===== src/rtl/som_sweep_ctrl.sv =====
// rtl/som_sweep_ctrl.sv - self-test sweep sequencer for the decoder-based SOP block
// Drives all 16 ABCD vectors with E=0 then E=1 and checks F against EXPECTED.
module som_sweep_ctrl #(
  parameter logic [15:0] EXPECTED = 16'hF830,
  parameter int          SETTLE   = 2
) (
  input  logic        clk,
  input  logic        rst,
  input  logic        start,
  input  logic        abort,
  input  logic        f_in,
  output logic        a_out,
  output logic        b_out,
  output logic        c_out,
  output logic        d_out,
  output logic        e_out,
  output logic        busy,
  output logic        done,
  output logic [15:0] tt_out,
  output logic        pass,
  output logic        err_dis,
  output logic [3:0]  err_idx,
  output logic [4:0]  mismatch_cnt
);

  typedef enum logic [1:0] {IDLE, RUN, DONE} state_t;

  localparam logic [3:0] HOLD_MAX = 4'(SETTLE);

  state_t     state;
  logic [3:0] idx;
  logic [3:0] hold;
  logic       phase;
  logic       last_cycle;
  logic       samp_mis;
  logic       final_samp;

  // Vector index and phase are the drive registers, so a..e_out are registered
  // and read zero whenever the sequencer is not running.
  assign a_out = idx[3];
  assign b_out = idx[2];
  assign c_out = idx[1];
  assign d_out = idx[0];
  assign e_out = phase;

  assign last_cycle = (hold == HOLD_MAX);
  assign samp_mis   = phase & (f_in != EXPECTED[idx]);
  assign final_samp = last_cycle & phase & (idx == 4'hF);

  always_ff @(posedge clk or posedge rst) begin
    if (rst) begin
      state        <= IDLE;
      idx          <= 4'd0;
      hold         <= 4'd0;
      phase        <= 1'b0;
      busy         <= 1'b0;
      done         <= 1'b0;
      tt_out       <= 16'd0;
      pass         <= 1'b0;
      err_dis      <= 1'b0;
      err_idx      <= 4'd0;
      mismatch_cnt <= 5'd0;
    end else begin
      case (state)
        IDLE, DONE: begin
          if (abort) begin
            state <= IDLE;
            done  <= 1'b0;
            pass  <= 1'b0;
          end else if (start) begin
            state        <= RUN;
            busy         <= 1'b1;
            done         <= 1'b0;
            pass         <= 1'b0;
            tt_out       <= 16'd0;
            err_dis      <= 1'b0;
            err_idx      <= 4'd0;
            mismatch_cnt <= 5'd0;
            idx          <= 4'd0;
            phase        <= 1'b0;
            hold         <= 4'd0;
          end
        end
        RUN: begin
          if (abort) begin
            state <= IDLE;
            busy  <= 1'b0;
            done  <= 1'b0;
            pass  <= 1'b0;
            idx   <= 4'd0;
            phase <= 1'b0;
            hold  <= 4'd0;
          end else if (!last_cycle) begin
            hold <= hold + 4'd1;
          end else begin
            hold <= 4'd0;
            if (!phase) begin
              if (f_in) err_dis <= 1'b1;
            end else begin
              tt_out[idx] <= f_in;
              if (samp_mis) begin
                mismatch_cnt <= mismatch_cnt + 5'd1;
                if (mismatch_cnt == 5'd0) err_idx <= idx;
              end
            end
            // The final sample's own mismatch is folded into pass here.
            if (final_samp) begin
              state <= DONE;
              busy  <= 1'b0;
              done  <= 1'b1;
              pass  <= !err_dis && (mismatch_cnt == 5'd0) && !samp_mis;
              idx   <= 4'd0;
              phase <= 1'b0;
            end else begin
              idx <= idx + 4'd1;
              if (idx == 4'hF) phase <= 1'b1;
            end
          end
        end
        default: state <= IDLE;
      endcase
    end
  end

endmodule


===== config.mk =====
export PLATFORM = sky130hd
export DESIGN_NAME = som_sweep_ctrl
export DESIGN_NICKNAME = d
export VERILOG_FILES = /design/src/rtl/som_sweep_ctrl.sv
export SDC_FILE = /design/constraint.sdc
export NUM_CORES = 1
export LEC_CHECK = 0
export ABC_AREA = 1
export CELL_PAD_IN_SITES_DETAIL_PLACEMENT = 2
export CELL_PAD_IN_SITES_GLOBAL_PLACEMENT = 2
export CORE_MARGIN = 1.5
export CORE_UTILIZATION = 27
export DETAILED_ROUTE_END_ITERATION = 8
export PLACE_DENSITY_LB_ADDON = 0.1
export SKIP_CTS_REPAIR_TIMING = 1
export SLEW_MARGIN = 20
export SYNTH_ARGS = -nofsm -noshare
export SYNTH_HDL_FRONTEND = slang
export SYNTH_SLANG_ARGS = --single-unit

===== constraint.sdc =====
create_clock -name clk -period 1.45 [get_ports clk]
set_input_delay 0.435 -clock clk [delete_from_list [all_inputs] [get_ports clk]]
set_output_delay 0.435 -clock clk [all_outputs]
set_load 0.03 [all_outputs]

==> impl_metrics.tcl, run 1 <==
set metrics [dict create \
    avgSynthCellArea_um2 7.49 \
    setup_ws_ns -0.138 \
    hp-class "flop to flop" \
    pin_count 39 \
    synthCells 290 \
    violations "setup timing" \
    slew_headroom_pct 72.1 \
    rsz0062_at_grt "true" \
    path_class "flop to flop" \
    ir_drop_uv 441 \
    crit_path_start_kind "flop" \
    wirelength_um 8210 \
    nNetsFinal 409 \
    clkLatencyLatePin_ns 0.30 \
    drive_above_1_share_pct 51.3 \
    fmax_mhz 630 \
    critPathMaxStageDelay_ns 0.43 \
    first_pass_iters 4 \
    timing.hold.ws_ns 0.483 \
    portBuffers 38 \
    fin_crit_ns 1.59 \
    n_antenna_cell 0 \
    antenna_found_initial 0 \
    ant_nets 0 \
    start_util_pct 28.0 \
    yosysMostFrequentCell "nand2_1" \
    detail_route.wl_per_cell_um 16.5 \
    syn_area_um2 2170 \
    grt_max_degree 41 \
    power.density_nw_per_um2 973 \
    ys.flop_type "dfrtp_1" \
    finalHoldViolations 0 \
    yosys-top-cells-count "nand2_1 (98), dfrtp_1 (40), nor2_1 (35)" \
    drc 0 \
    synth_nets 304 \
    dp_hpwl_um 5380 \
    vias 2339 \
    grt_pass1_vias 2367 \
    synth-edff-count 0 \
    setup_viol 30 \
    finalSetupTns_ns -2.93 \
    synth.top_cell.area_share_pct 46.1 \
    synth_seq_cells 40 \
    worst_pin_slew_ns 0.416 \
    synth_top_cell_by_area "dfrtp_1" \
    clockRootBuffer "clkbuf_8" \
    worstPathArrival_ns 1.82 \
    drt_iter0_drc 35 \
    crit_fanout 6 \
    routed_via_density 4.70 \
    period_share_pct 109 \
    status "complete, but fails checks" \
    die_h_um 92.7 \
    grt_overflow 0 \
    cts_max_path_buffers 2 \
    ys_types 22 \
    synthTopCellsByArea "dfrtp_1 (46%), nand2_1 (17%), nor2_1 (6.0%)" \
    core_area_um2 7770 \
    cpMaxStageDelayCell "dfrtp_1" \
    async_flop_share_pct 100 \
    die-area_um2 8590 \
    area_growth_pct 68.6 \
    path_cells "inv_2 -> nor2_8 -> buf_4 -> nand2_4 -> nand3_4 -> nor3_4 -> buf_6 -> buf_12 -> nand2_2 -> nand2_1" \
    clk_pin_slew_ns 0.08 \
    die_w_um 92.7 \
    grt_pass1_wl_um 12000 \
    synth_warnings 0 \
    numCtsBuffers 5 \
    finalPower_mw 3.56 \
    gp_congestion 0.807 \
    rows 32 \
    cpLargestDelayFamily "simple AND/OR/NAND/NOR gates" \
    skew_ns 0.00501 \
    critPathRequiredTime_ns 1.69 \
    ys_seq_area_share_pct 46.1 \
    htreeDepth 2 \
    cts_sinks 40 \
    cts_tree "done" \
    drv_slew 0 \
    end_kind "flop" \
    cp_num_buf_inv 4 \
    grt_util_all_layers_pct 17.8 \
    cap_violations 0 \
    p_leak_nw 1.92 \
]
-- worst register-to-register path, delay by kind of cell (launching register included) --
family | cells | cell delay, ns
buffers and inverters | 4 | 0.55
flip-flops | 1 | 0.43
AND/OR/NAND/NOR | 6 | 0.56
-- final timing paths --
| check | cells after the start | startpoint | slack, ns | to |
|---|---|---|---|---|
| setup / recovery | 10 | state[0] | -0.14 | tt_out[11] |
| hold / removal | 2 | tt_out[8] | 0.48 | tt_out[8] |
| setup reg to reg | 10 | state[0] | -0.14 | tt_out[11] |
| hold reg to reg | 2 | tt_out[8] | 0.48 | tt_out[8] |
| max in group asynchronous | 3 | rst | 0.71 | idx[2] |
| min in group asynchronous | 3 | rst | 0.51 | mismatch_cnt[3] |
-- registers in the layout (all words and copies together) (netlist names) --
register,count
busy,1
done,1
e_out,1
err_dis,1
err_idx,4
hold,4
idx,4
mismatch_cnt,5
pass,1
state,2
tt_out,16
-- area by class of cell --
type | instances | area [µm²]
Multi-Input combinational cell | 212 | 1370
Inverter | 33 | 148
Tap cell | 102 | 128
Clock buffer | 8 | 90.1
Sequential cell | 40 | 1010
Timing Repair Buffer | 103 | 920
Fill cell | 876 | 4110
-- power by group --
group | leakage (nW) | total (mW) | switching, mW | internal (mW)
combinational | 1.34 | 1.50 | 0.853 | 0.646
clock | 0.0455 | 0.800 | 0.411 | 0.389
sequential | 0.543 | 1.26 | 0.0649 | 1.20
-- cells in the final DEF (no fill, tap or decap), types with 3 or more instances in the layout --
cell	count
o21ai_2	4
ha_1	4
nor2_4	5
nand3_4	4
a21oi_1	5
nor2_1	25
inv_1	19
dfrtp_2	5
dfrtp_1	35
inv_2	6
o21ai_1	7
nand2_1	56
nand2_2	32
ha_2	3
nand3_2	8
clkbuf_8	6
nor2_2	6
nand2_4	12
buf_4	74
nor3_1	3
dlymetal6s2s_1	3
inv_4	6
buf_6	21
nand3_1	14
o21ai_0	15
-- metrics by stage --
step | instances | cell area, µm² | util [%] | worst slack, ns
4_1_cts | 483 | 3100 | 40.0 | -0.249
2_1_floorplan | 290 | 2230 | - | -0.130
3_5_place_dp | 475 | 3010 | 38.8 | -0.556
3_3_place_gp | 475 | 3010 | 38.8 | -0.502
5_1_grt | 498 | 3660 | 47.1 | -0.278
6_report | 498 | 3660 | 47.1 | -0.138
-- cells by family (layout without fill, tap and decap cells) --
family / count (synthesis) / after routing / synth area share [%]
compound gates: 33 / 33 / 7.72
xor+xnor: 2 / 2 / 0.807
fa+ha+maj: 9 / 9 / 5.18
buf+inv: 38 / 144 / 7.14
flops: 40 / 40 / 46.1
simple gates: 168 / 168 / 33.1
-- routing by layer --
metal,GRT usage [%],wire length (µm),vias to the layer above,share of wire (%)
li1,-,-,1124,-
met1,24.5,3770,1180,46
met2,29.5,4200,26,51
met3,2.22,126,9,1.5
met4,4.55,115,0,1.4
met5,0,0,-,0
Note: power is estimated with default switching activity, not from simulation.
==> inputs of run 2 (changes only) <==
RECOVER_POWER = 50   (was unset)
SLEW_MARGIN = 40   (was 20)
==> run 2 against run 1 <==
Net effect: critical path type unchanged; maximum frequency is 0.19% higher; the run still ends with setup timing left; critical path depth did not move; clock skew hardly changed; final cell count is the same; design area decreased by 0.34%; sequential share of layout area rose by 0.094 points; utilization is 0.16 points lower; non-clock buffer count is the same; total power decreased by 0.16%; first-iteration DRC count rose by 14%; global-route usage stayed put; count of clock-buffer cells in the layout stayed put.
==> impl_metrics.tcl, run 2 (synthesis results as in run 1) <==
set metrics [dict create \
    slew_headroom_pct 59.9 \
    grt_max_degree 41 \
    path_class "flop to flop" \
    cpMaxStageDelayCell "dfrtp_1" \
    fmax_mhz 631 \
    vias 2331 \
    largestRegisters "tt_out (16), mismatch_cnt (5)" \
    violations "setup timing" \
    worstPathArrival_ns 1.82 \
    rows 32 \
    htreeDepth 2 \
    r2r_cells 10 \
    portBuffers 38 \
    largest_reg_flops 16 \
    regArea_um2 1010 \
    area_growth_pct 68.0 \
    fill_cells 878 \
    ir_drop_uv 441 \
    critPathMaxStageDelay_ns 0.43 \
    cts_max_path_buffers 2 \
    critPathRequiredTime_ns 1.69 \
    cts_tree "done" \
    drt_iter0_drc 40 \
    power.density_nw_per_um2 975 \
    p_sw_share_pct 37.3 \
    die_h_um 92.7 \
    multi_input_area_um2 1370 \
    antenna_found_initial 0 \
    clkLatencyLatePin_ns 0.30 \
    cts_sinks 40 \
    finalHoldViolations 0 \
    r2r_start "state[0]" \
    final_cell_mix "buf_4 (74), nand2_1 (56), dfrtp_1 (35)" \
    power_frac_comb_pct 42.0 \
    reg2reg_to "tt_out[11]" \
    routed_via_density 4.68 \
    power.switching_mw 1.33 \
    grt_pass1_wl_um 12000 \
    hold_depth 2 \
    path_cells "inv_2 -> nor2_8 -> buf_4 -> nand2_4 -> nand3_4 -> nor3_4 -> buf_6 -> buf_12 -> nand2_2 -> nand2_1" \
    final_common_cell "buf_4" \
    first_pass_iters 4 \
    clockRootBuffer "clkbuf_8" \
    crit_path_start_kind "flop" \
    start_util_pct 28.0 \
    worst_pin_slew_ns 0.602 \
    fin_crit_ns 1.58 \
    setup_ws_ns -0.135 \
    p_int_mw 2.23 \
    drc 0 \
    detail_route.wl_per_cell_um 16.5 \
    crit_fanout 6 \
    nNetsFinal 409 \
    die_w_um 92.7 \
    drv_slew 0 \
    hp-class "flop to flop" \
    n_antenna_cell 0 \
    gp_congestion 0.807 \
    clk_pin_slew_ns 0.08 \
    largest_register "tt_out" \
    min_to "tt_out[8]" \
    pin_count 39 \
    cap_violations 0 \
    rsz0062_at_grt "true" \
    wirelength_um 8210 \
    numCtsBuffers 5 \
    seqPwrFrac_pct 35.5 \
    grt_overflow 0 \
    clkPwrFrac_pct 22.5 \
    setup_viol 30 \
    core_area_um2 7770 \
    ant_nets 0 \
    finish.utilization_pct 47.0 \
    end_kind "flop" \
    status "complete, but fails checks" \
    grt_pass1_vias 2367 \
    dp_hpwl_um 5380 \
    instances_no_fill 498 \
    hold_path.startpoint "tt_out[8]" \
    drive_above_1_share_pct 51.3 \
    p_leak_nw 1.92 \
    dp_cells 475 \
    die-area_um2 8590 \
    critPathLaunch "state[0]" \
    period_share_pct 109 \
    grt_util_all_layers_pct 17.8 \
    r2r_slack_ns -0.13 \
    skew_ns 0.00459 \
]
## run 2: cell count changes in the layout (fill, tap and decap cells not counted), sizes merged
| cell | before | now |
|---|---|---|
| buf | 98 | 97 |
| clkbuf | 9 | 10 |
| clkdlybuf4s50 | 1 | 0 |
| dlygate4sd3 | 0 | 1 |
## run 2: routing by layer
layer  track usage, %  vias up  part of all wire (%)
li1                 -     1125                     -
met1             24.5     1167                    45
met2             29.5       30                    51
met3             2.22        9                   2.0
met4             4.55        0                   1.4
met5                0        -                     0
## run 2: critical path, delay by kind of cell, from the launching register on
family	cells	cell delay [ns]
buffers and inverters	4	0.55
AND/OR/NAND/NOR	6	0.56
flip-flops	1	0.43
## run 2: worst max path at each step
stage                             to  cells past startpoint
after floorplan           err_idx[0]                     11
after global placement         e_out                      9
after detailed placement      idx[3]                     10
after CTS                     idx[3]                     11
after global routing          idx[3]                      8
final                     tt_out[11]                     10
## run 2: per-stage QoR
stage | hold slack, ns | worst slack, ns | TNS, ns | area [µm²] | total power [mW]
after global placement | 0.459 | -0.502 | -16.16 | 3010 | 2.36
after CTS | 0.485 | -0.249 | -6.41 | 3100 | 3.20
final | 0.483 | -0.135 | -2.89 | 3650 | 3.56
after global routing | 0.508 | -0.278 | -5.98 | 3650 | 3.76
after floorplan | 0.455 | -0.130 | -1.31 | 2230 | 1.86
after detailed placement | 0.464 | -0.556 | -17.97 | 3010 | 2.39
## run 2: final cells by class
| type | count | share of cell area (%) |
|---|---|---|
| clock buffer | 8 | 2.47 |
| inverter | 33 | 4.05 |
| multi-input combinational | 212 | 37.5 |
| sequential | 40 | 27.6 |
| tap | 102 | 3.50 |
| timing repair buffer | 103 | 24.9 |
## run 2: power groups by stage
stage / Sequential, mW / Clock, mW / Combinational, mW
after global placement: 1.27 / 0 / 1.09
after global routing: 1.27 / 0.862 / 1.63
final: 1.26 / 0.800 / 1.49
after detailed placement: 1.27 / 0 / 1.12
after floorplan: 1.43 / 0 / 0.430
after CTS: 1.25 / 0.829 / 1.12
==> inputs of run 3 (changes only) <==
CTS_CLUSTER_DIAMETER = 60   (was unset)
RECOVER_POWER = unset   (was 50)
==> results of run 3 <==
Same layout as run 1: the final DEF is identical, and so are final timing and power.
